===== config.mk =====
export PLATFORM = sky130hd
export DESIGN_NAME = uart_tx
export DESIGN_NICKNAME = d
export VERILOG_FILES = /design/src/rtl/uart_pkg.sv /design/src/rtl/uart_tx_baud_tick.sv /design/src/rtl/uart_tx.sv
export SDC_FILE = /design/constraint.sdc
export NUM_CORES = 1
export LEC_CHECK = 0
export BUFFER_PORTS_ARGS = -buffer_cell sky130_fd_sc_hd__buf_2
export CAP_MARGIN = 40
export CORE_AREA = 2 2 54 56
export DETAILED_ROUTE_END_ITERATION = 10
export DIE_AREA = 0 0 56 58
export PLACE_DENSITY = 0.79
export SETUP_SLACK_MARGIN = 0.5
export SLEW_MARGIN = 25
export SYNTH_ARGS = -nofsm -noshare
export SYNTH_HDL_FRONTEND = slang
export SYNTH_SLANG_ARGS = --single-unit

===== constraint.sdc =====
create_clock -name Clk -period 2.6 [get_ports Clk]
set_input_delay 0.13 -clock Clk [delete_from_list [all_inputs] [get_ports Clk]]
set_output_delay 0.13 -clock Clk [all_outputs]
set_load 0.02 [all_outputs]

===== src/rtl/uart_pkg.sv =====
// Shared UART definitions for the transmitter and receiver: frame state
// encodings, default bit-period counter width and default bit-period reload.
package uart_pkg;

  localparam int unsigned UART_N      = 5;   // bit-period counter width
  localparam int unsigned UART_FULL   = 29;  // clocks per bit minus one
  localparam int unsigned UART_DATA_W = 8;   // payload width
  localparam int unsigned UART_BIT_W  = 3;   // data-bit index width

  typedef enum logic [1:0] {
    IDLE      = 2'b00,
    START_BIT = 2'b01,
    SENDING   = 2'b11,
    STOP_BIT  = 2'b10
  } uart_state_e;

endpackage


===== src/rtl/uart_tx_baud_tick.sv =====
// Bit-period timer: N-bit down counter that reloads with Full on load,
// decrements while nonzero and never wraps. tick_c is high while it sits at zero.
// Ports: Clk, Reset (async, active-high), load (reload request), tick_c (count==0).
module uart_baud_tick
  import uart_pkg::*;
#(
  parameter int unsigned   N    = UART_N,
  parameter logic [N-1:0]  Full = N'(UART_FULL)
) (
  input  logic Clk,
  input  logic Reset,
  input  logic load,
  output logic tick_c
);

  logic [N-1:0] count;

  // Reload has priority; otherwise count down and park at zero.
  always_ff @(posedge Clk or posedge Reset) begin
    if (Reset) begin
      count <= '0;
    end else if (load) begin
      count <= Full;
    end else if (count != '0) begin
      count <= count - N'(1);
    end
  end

  assign tick_c = (count == '0);

endmodule


===== src/rtl/uart_tx.sv =====
// UART transmitter: 8N1 framing, LSB first, double-buffered hold register with
// a four-phase Send/Busy handshake. Each bit lasts Full+1 clocks.
// Ports: Clk, Reset (async, active-high), Data[7:0] (byte, stable while Send),
//        Send (request), Busy (registered handshake ack), Tx (registered line, idle 1).
module uart_tx
  import uart_pkg::*;
#(
  parameter int unsigned  N    = UART_N,
  parameter logic [N-1:0] Full = N'(UART_FULL)
) (
  input  logic                   Clk,
  input  logic                   Reset,
  input  logic [UART_DATA_W-1:0] Data,
  input  logic                   Send,
  output logic                   Busy,
  output logic                   Tx
);

  uart_state_e            state, state_n;
  logic [UART_DATA_W-1:0] shifter, shifter_n;
  logic [UART_DATA_W-1:0] hold, hold_n;
  logic [UART_BIT_W-1:0]  bit_cnt, bit_cnt_n;
  logic                   hold_valid, hold_valid_n;
  logic                   busy_n;
  logic                   tx_n;
  logic                   tsend;
  logic                   load_c;
  logic                   tick_c;
  logic                   capture_c;

  uart_baud_tick #(
    .N    (N),
    .Full (Full)
  ) u_baud (
    .Clk    (Clk),
    .Reset  (Reset),
    .load   (load_c),
    .tick_c (tick_c)
  );

  // State and datapath registers.
  always_ff @(posedge Clk or posedge Reset) begin
    if (Reset) begin
      state      <= IDLE;
      shifter    <= '0;
      hold       <= '0;
      bit_cnt    <= '0;
      hold_valid <= 1'b0;
      Busy       <= 1'b0;
      Tx         <= 1'b1;
      tsend      <= 1'b0;
    end else begin
      state      <= state_n;
      shifter    <= shifter_n;
      hold       <= hold_n;
      bit_cnt    <= bit_cnt_n;
      hold_valid <= hold_valid_n;
      Busy       <= busy_n;
      Tx         <= tx_n;
      tsend      <= Send;
    end
  end

  // Capture needs an empty hold register before the edge, so it can never
  // coincide with a hold-to-shifter transfer (which needs it full).
  assign capture_c = tsend && !Busy && !hold_valid;

  // Next-state, frame sequencing and handshake.
  always_comb begin
    state_n      = state;
    shifter_n    = shifter;
    hold_n       = hold;
    bit_cnt_n    = bit_cnt;
    hold_valid_n = hold_valid;
    busy_n       = Busy;
    tx_n         = Tx;
    load_c       = 1'b0;

    unique case (state)
      IDLE: begin
        tx_n = 1'b1;
        if (hold_valid) begin
          shifter_n    = hold;
          hold_valid_n = 1'b0;
          load_c       = 1'b1;
          tx_n         = 1'b0;
          state_n      = START_BIT;
        end
      end
      START_BIT: begin
        if (tick_c) begin
          tx_n      = shifter[0];
          shifter_n = shifter >> 1;
          bit_cnt_n = '0;
          load_c    = 1'b1;
          state_n   = SENDING;
        end
      end
      SENDING: begin
        if (tick_c) begin
          load_c = 1'b1;
          if (bit_cnt == UART_BIT_W'(7)) begin
            tx_n    = 1'b1;
            state_n = STOP_BIT;
          end else begin
            tx_n      = shifter[0];
            shifter_n = shifter >> 1;
            bit_cnt_n = bit_cnt + UART_BIT_W'(1);
          end
        end
      end
      STOP_BIT: begin
        if (tick_c) begin
          // Back-to-back frames: start bit follows the stop bit with no gap.
          if (hold_valid) begin
            shifter_n    = hold;
            hold_valid_n = 1'b0;
            load_c       = 1'b1;
            tx_n         = 1'b0;
            state_n      = START_BIT;
          end else begin
            tx_n    = 1'b1;
            state_n = IDLE;
          end
        end
      end
      default: begin
        tx_n    = 1'b1;
        state_n = IDLE;
      end
    endcase

    if (capture_c) begin
      hold_n       = Data;
      hold_valid_n = 1'b1;
      busy_n       = 1'b1;
    end else if (Busy && !tsend && !hold_valid) begin
      busy_n = 1'b0;
    end
  end

endmodule


## After elaboration in Yosys (flattened, before gate mapping)

Index checks and enable logic that the tools add are counted.
Widths: inputs -> output; s select.

| storage, ports and cells | value |
|---|---|
| input port bits | 11 |
| logic and storage cells | 76 |
| register bits | 30 |
| output and inout port bits | 2 |

| operators by class | value |
|---|---|
| $add $sub $neg | 2 |
| reductions and logical operators | 20 |
| eq/ne operators | 11 |
| multiplexer cells | 34 |

Operator list:

| kind | count |
|---|---|
| $mux 8 | 5 |
| $pmux 8 s4 | 1 |
| $mux 1 | 13 |
| $ne 2x2->1 const B | 6 |
| $mux 2 | 5 |
| $mux 5 | 2 |
| $mux 3 | 3 |
| $pmux 2 s4 | 1 |
| $reduce_and 4->1 | 2 |
| $pmux 3 s2 | 1 |
| $reduce_bool 2->1 | 3 |
| $logic_not 5->1 | 1 |
| $reduce_and 5->1 | 1 |
| $reduce_bool 5->1 | 1 |
| $sub 5x1->5 const B | 1 |
| $eq 2x2->1 const B | 2 |
| $logic_and 1x1->1 | 4 |
| $pmux 1 s4 | 1 |
| $add 3x1->3 const B | 1 |
| $eq 3x3->1 const B | 1 |
| $logic_not 1->1 | 3 |
| $ne 3x3->1 const B | 1 |
| $pmux 1 s3 | 1 |
| $reduce_and 3->1 | 1 |
| 6 further kinds | 6 |

## Depth between registers and ports, before layout

| logic depth | value |
|---|---|
| depth in word-level cells | 5 |
| mapped depth | 6 |
| gate-level depth less buffers | 5 |

## By module

Synthesis repeated with hierarchy kept, for this count alone.

| unflattened totals | value |
|---|---|
| cell total of the unflattened synthesis | 112 |
| area total of the unflattened synthesis | 1442.6 µm² |

By module, submodules not included:

| module | instances | cells each | area each (µm²) |
|---|---|---|---|
| uart_tx | 1 | 85 | 1156.1 |
| uart_baud_tick | 1 | 27 | 286.5 |

## Worst setup path before layout

OpenSTA, ideal clock, no wires.

| timing | value |
|---|---|
| path type | register to register |
| start point | reg u_baud.count[0] |
| end point | reg shifter[0] |
| library setup time | 0.125 ns |
| required time | 2.475 ns |
| arrival time | 1.846 ns |
| buffers on the path | 0 |
| cell stages (with the launch flop) | 6 |
| setup slack | 0.629 ns |
| path through | dfrtp_1 inv_1 ha_1 or4b_4 a211oi_4 mux2_2 |

| on the way | value |
|---|---|
| cells in the longest elaborated chain, start to end | 3 |
| elaborated cells on any way between the ends | 5 |
| classes of those cells | eq/ne: 3; reduce/logical: 2 |

RTL lines:

| what | line | RTL |
|---|---|---|
| start, declared | uart_tx_baud_tick.sv:16 | `logic [N-1:0] count;` |
| start signal, assigned | uart_tx_baud_tick.sv:23 | `count <= Full;` |
| start signal, assigned | uart_tx_baud_tick.sv:25 | `count <= count - N'(1);` |
| $logic_not 5->1 (*) | uart_tx_baud_tick.sv:29 | `assign tick_c = (count == '0);` |
| $ne 2x2->1 (no source line) | n/a |  |
| $reduce_and 4->1 (no source line) (*) | n/a |  |
| end signal, assigned | uart_tx.sv:54 | `shifter <= shifter_n;` |
| end, declared | uart_tx.sv:20 | `logic [UART_DATA_W-1:0] shifter, shifter_n;` |

Mark *: on every way between the ends. The rest lies on a longest branch, timed or not.
A chain may end at the register's enable or synchronous reset.

## Worst setup path after layout

| timing | value |
|---|---|
| start point | reg u_baud.count[1] |
| end point | reg shifter[5] |

Same word-level chain as after synthesis.

==> metrics.txt <==
outcome=complete, no violations; drt pass-1 iters=4; Final Hold Vio Count=0; cts bufs inserted=5; Switching Share=32.5%; DPL Wire Length=1650 µm; PwrDens=1000 nW/µm²; row count=19; Mapped Cells=113; Worst R2R Start=u_baud.count[1]; number of synthesized flops with an enable pin=0; WL final=2360 µm; die area=3250 µm²; Max Transition Viols Final=0; Port-buffer cells=12; Comb power frac=30.9%; CP max stage delay=0.49 ns; Core Area=2660 µm²; Critical Path RT=2.82 ns; sequential area share after synthesis=53.9%; CP startpoint=u_baud.count[1]; final std cell area, no fill=1610 µm²; post-route ant nets=0; Root Buffer=clkbuf_4; Int Pwr=1.09 mW; Synth Flop Type=dfrtp_1; async set-reset flop share out of synthesis=100%; clock buffer depth=2; Max Cap Viol=0; Synth Area in Simple Gates=12.5%; fill count=219; Post-Synth XOR/XNOR Area=0%; Hold WS=0.0294 ns; worst reg-to-reg path cell count=6; Compound-Gate Fraction of Synth Area=9.42%; mux cell area share after synthesis=19.4%; first-pass GRT wire length=4300 µm; DRT iter0 DRCs=9; Mapped Avg Cell Area=12.3 µm²; hold wc startpoint=Data[1]; Worst Hold Path EP=hold[1]; reg-to-reg slack, setup=0.56 ns; clock slew at reported path FFs=0.09 ns; final setup TNS=0 ns; HP Class=input pin to register; largest net degree at the start of global routing=31; # DRC=0; Die Wd=56 µm; most common cell in the synthesized netlist=dfrtp_1; number of nets in the layout=150; Reg power frac=51.1%; IO Pins=13; RSZ-0062 raised after global routing=false; largest family of logic cells by synthesized area=multiplexers; Post-synth top cells=dfrtp_1, mux2_2, nand2_1, nor2_1; Worst EP arrival=2.26 ns; Syn Nets=127; CP Launch Type=register; share of cells above drive strength 1=41.6%; crit-path leading delay family=simple AND/OR/NAND/NOR gates; vias per cell=5.65; Final Setup Violations=0; clock skew=0.00319 ns; peak supply drop=0.000579 V; period utilisation layout=78.5%; Ys Warns=0; Global Route Usage Sum=17.3%; Clock Power Share=17.9%; reg-to-reg endpoint=shifter[5]; CP max-delay cell=or4b_4; Psw=0.526 mW; initial core utilization=52.4%; Seq cells post-synth=30; routability cong.=0.820; area grow syn2layout=15.7%; clock sink count=30; vias in the first global route=1030; worst slew pin tran=0.675 ns; Synth top area share=52.0%; placed cell areas=1500 µm²; Fmax=490 MHz; via count=949; chip height=58 µm; global route overflow=0; routed length per instance=14.0 µm; top cells by area, synth=dfrtp_1, mux2_2, nand2_1; crit path max fanout=4; Yosys top cell by area=dfrtp_1; Clock Latency Late Sink=0.33 ns; initial antenna violation count=0; Worst Path Buf+Inv=2; Min Clock Period, post-route=2.04 ns; synthesized-area fraction occupied by adder cells=2.69%; cells along the critical path=inv_1 > ha_2 > or4b_4 > a211oi_4 > buf_6 > mux2_2; slew margin rel.=54.8%; Worst Setup End Kind=register; Netlist Area Pre-Place=1400 µm²; CTS tree=built; H-tree depth=2; final core occ=60.6%; Worst Setup Path Type=register to register; ANT cells=0; leak pwr=0.755 nW; Synth cell types=29; worst hold path stage count=2
logic make-up after synthesis:
family	after synthesis
and+or+nand+nor	32
DFF	30
muxes	24
AOI/OAI and AO/OA	16
buffers and inverters	8
adders and majority gates	3
layout by cell type (no fill, tap or decap):
master,netlist,layout
buf_4,0,4
dfrtp_1,29,29
dfstp_2,1,1
a22o_1,2,2
inv_2,0,1
o31ai_1,3,3
a32o_1,1,1
a31oi_1,1,1
nor4_1,1,1
nor4b_2,1,1
or2_2,1,1
a2bb2oi_1,1,1
a21o_1,2,2
nor2_1,6,6
buf_6,0,2
and3_1,2,2
mux2_2,24,24
clkbuf_4,0,5
nor2b_1,1,1
o21ai_0,2,2
a211oi_4,1,1
clkbuf_1,4,1
nand2b_1,3,3
clkinv_2,0,1
ha_1,3,2
or4b_4,1,1
dlygate4sd3_1,0,2
o211ai_1,1,1
clkbuf_8,0,1
o22ai_1,1,1
nor3_1,1,1
nor3b_2,1,1
buf_2,0,12
a21boi_0,1,1
nand3_1,2,2
inv_1,4,3
ha_2,0,1
nand2_1,12,12
metal layers:
| layer | vias to the layer above | share of wire [%] | track usage (%) |
|---|---|---|---|
| met5 | - | 0 | 0 |
| met2 | 12 | 51 | 30.3 |
| li1 | 454 | - | - |
| met4 | 0 | 1.9 | 7.14 |
| met1 | 478 | 44 | 19.3 |
| met3 | 5 | 3.6 | 6.03 |
metrics by stage:
| stage | setup slack, ns | std cells | total power [mW] |
|---|---|---|---|
| floorplan | 0.629 | 113 | 1.18 |
| global placement | 0.449 | 155 | 1.27 |
| detailed placement | 0.374 | 155 | 1.32 |
| CTS | 0.545 | 168 | 1.63 |
| global route | 0.506 | 168 | 1.73 |
| finish | 0.559 | 168 | 1.62 |
worst max path at each step:
stage / endpoint / depth (start not counted)
floorplan: shifter[0] / 5
global placement: shifter[3] / 5
detailed placement: shifter[5] / 5
CTS: shifter[5] / 6
global route: shifter[5] / 6
finish: shifter[5] / 6
power groups by stage:
stage | Sequential [mW] | Combinational, mW | Clock [mW]
global placement | 0.819 | 0.456 | 0
detailed placement | 0.836 | 0.481 | 0
CTS | 0.827 | 0.500 | 0.299
finish | 0.828 | 0.500 | 0.290
floorplan | 0.794 | 0.389 | 0
global route | 0.855 | 0.558 | 0.319
state kept, by name, summed over array words and instances, names as in the netlist:
signal and flops:
hold 8, Tx 1, state 2, Busy 1, shifter 8, bit_cnt 3
tsend 1, u_baud.count 5, hold_valid 1
layout make-up:
cell class              count  area [µm²]  share of cell area [%]
clock buffers               7        55.1                    3.41
clock inverters             1        5.00                   0.310
inverters                   4        15.0                   0.930
multi-input cells          75         616                    38.1
flip-flops and latches     30         752                    46.6
well taps                  31        38.8                    2.40
repair buffers             20         133                    8.22
timing repair:
item                                    CTS  global route
cloned                                    0             0
hold endpoints to repair                 30             0
resized for setup                         0             4
endpoints found under the setup margin    8             8
hold buffers                              2             0
pin swaps                                 1             1
setup buffers                             3             0
No activity file was read; power rests on OpenSTA's default activity.
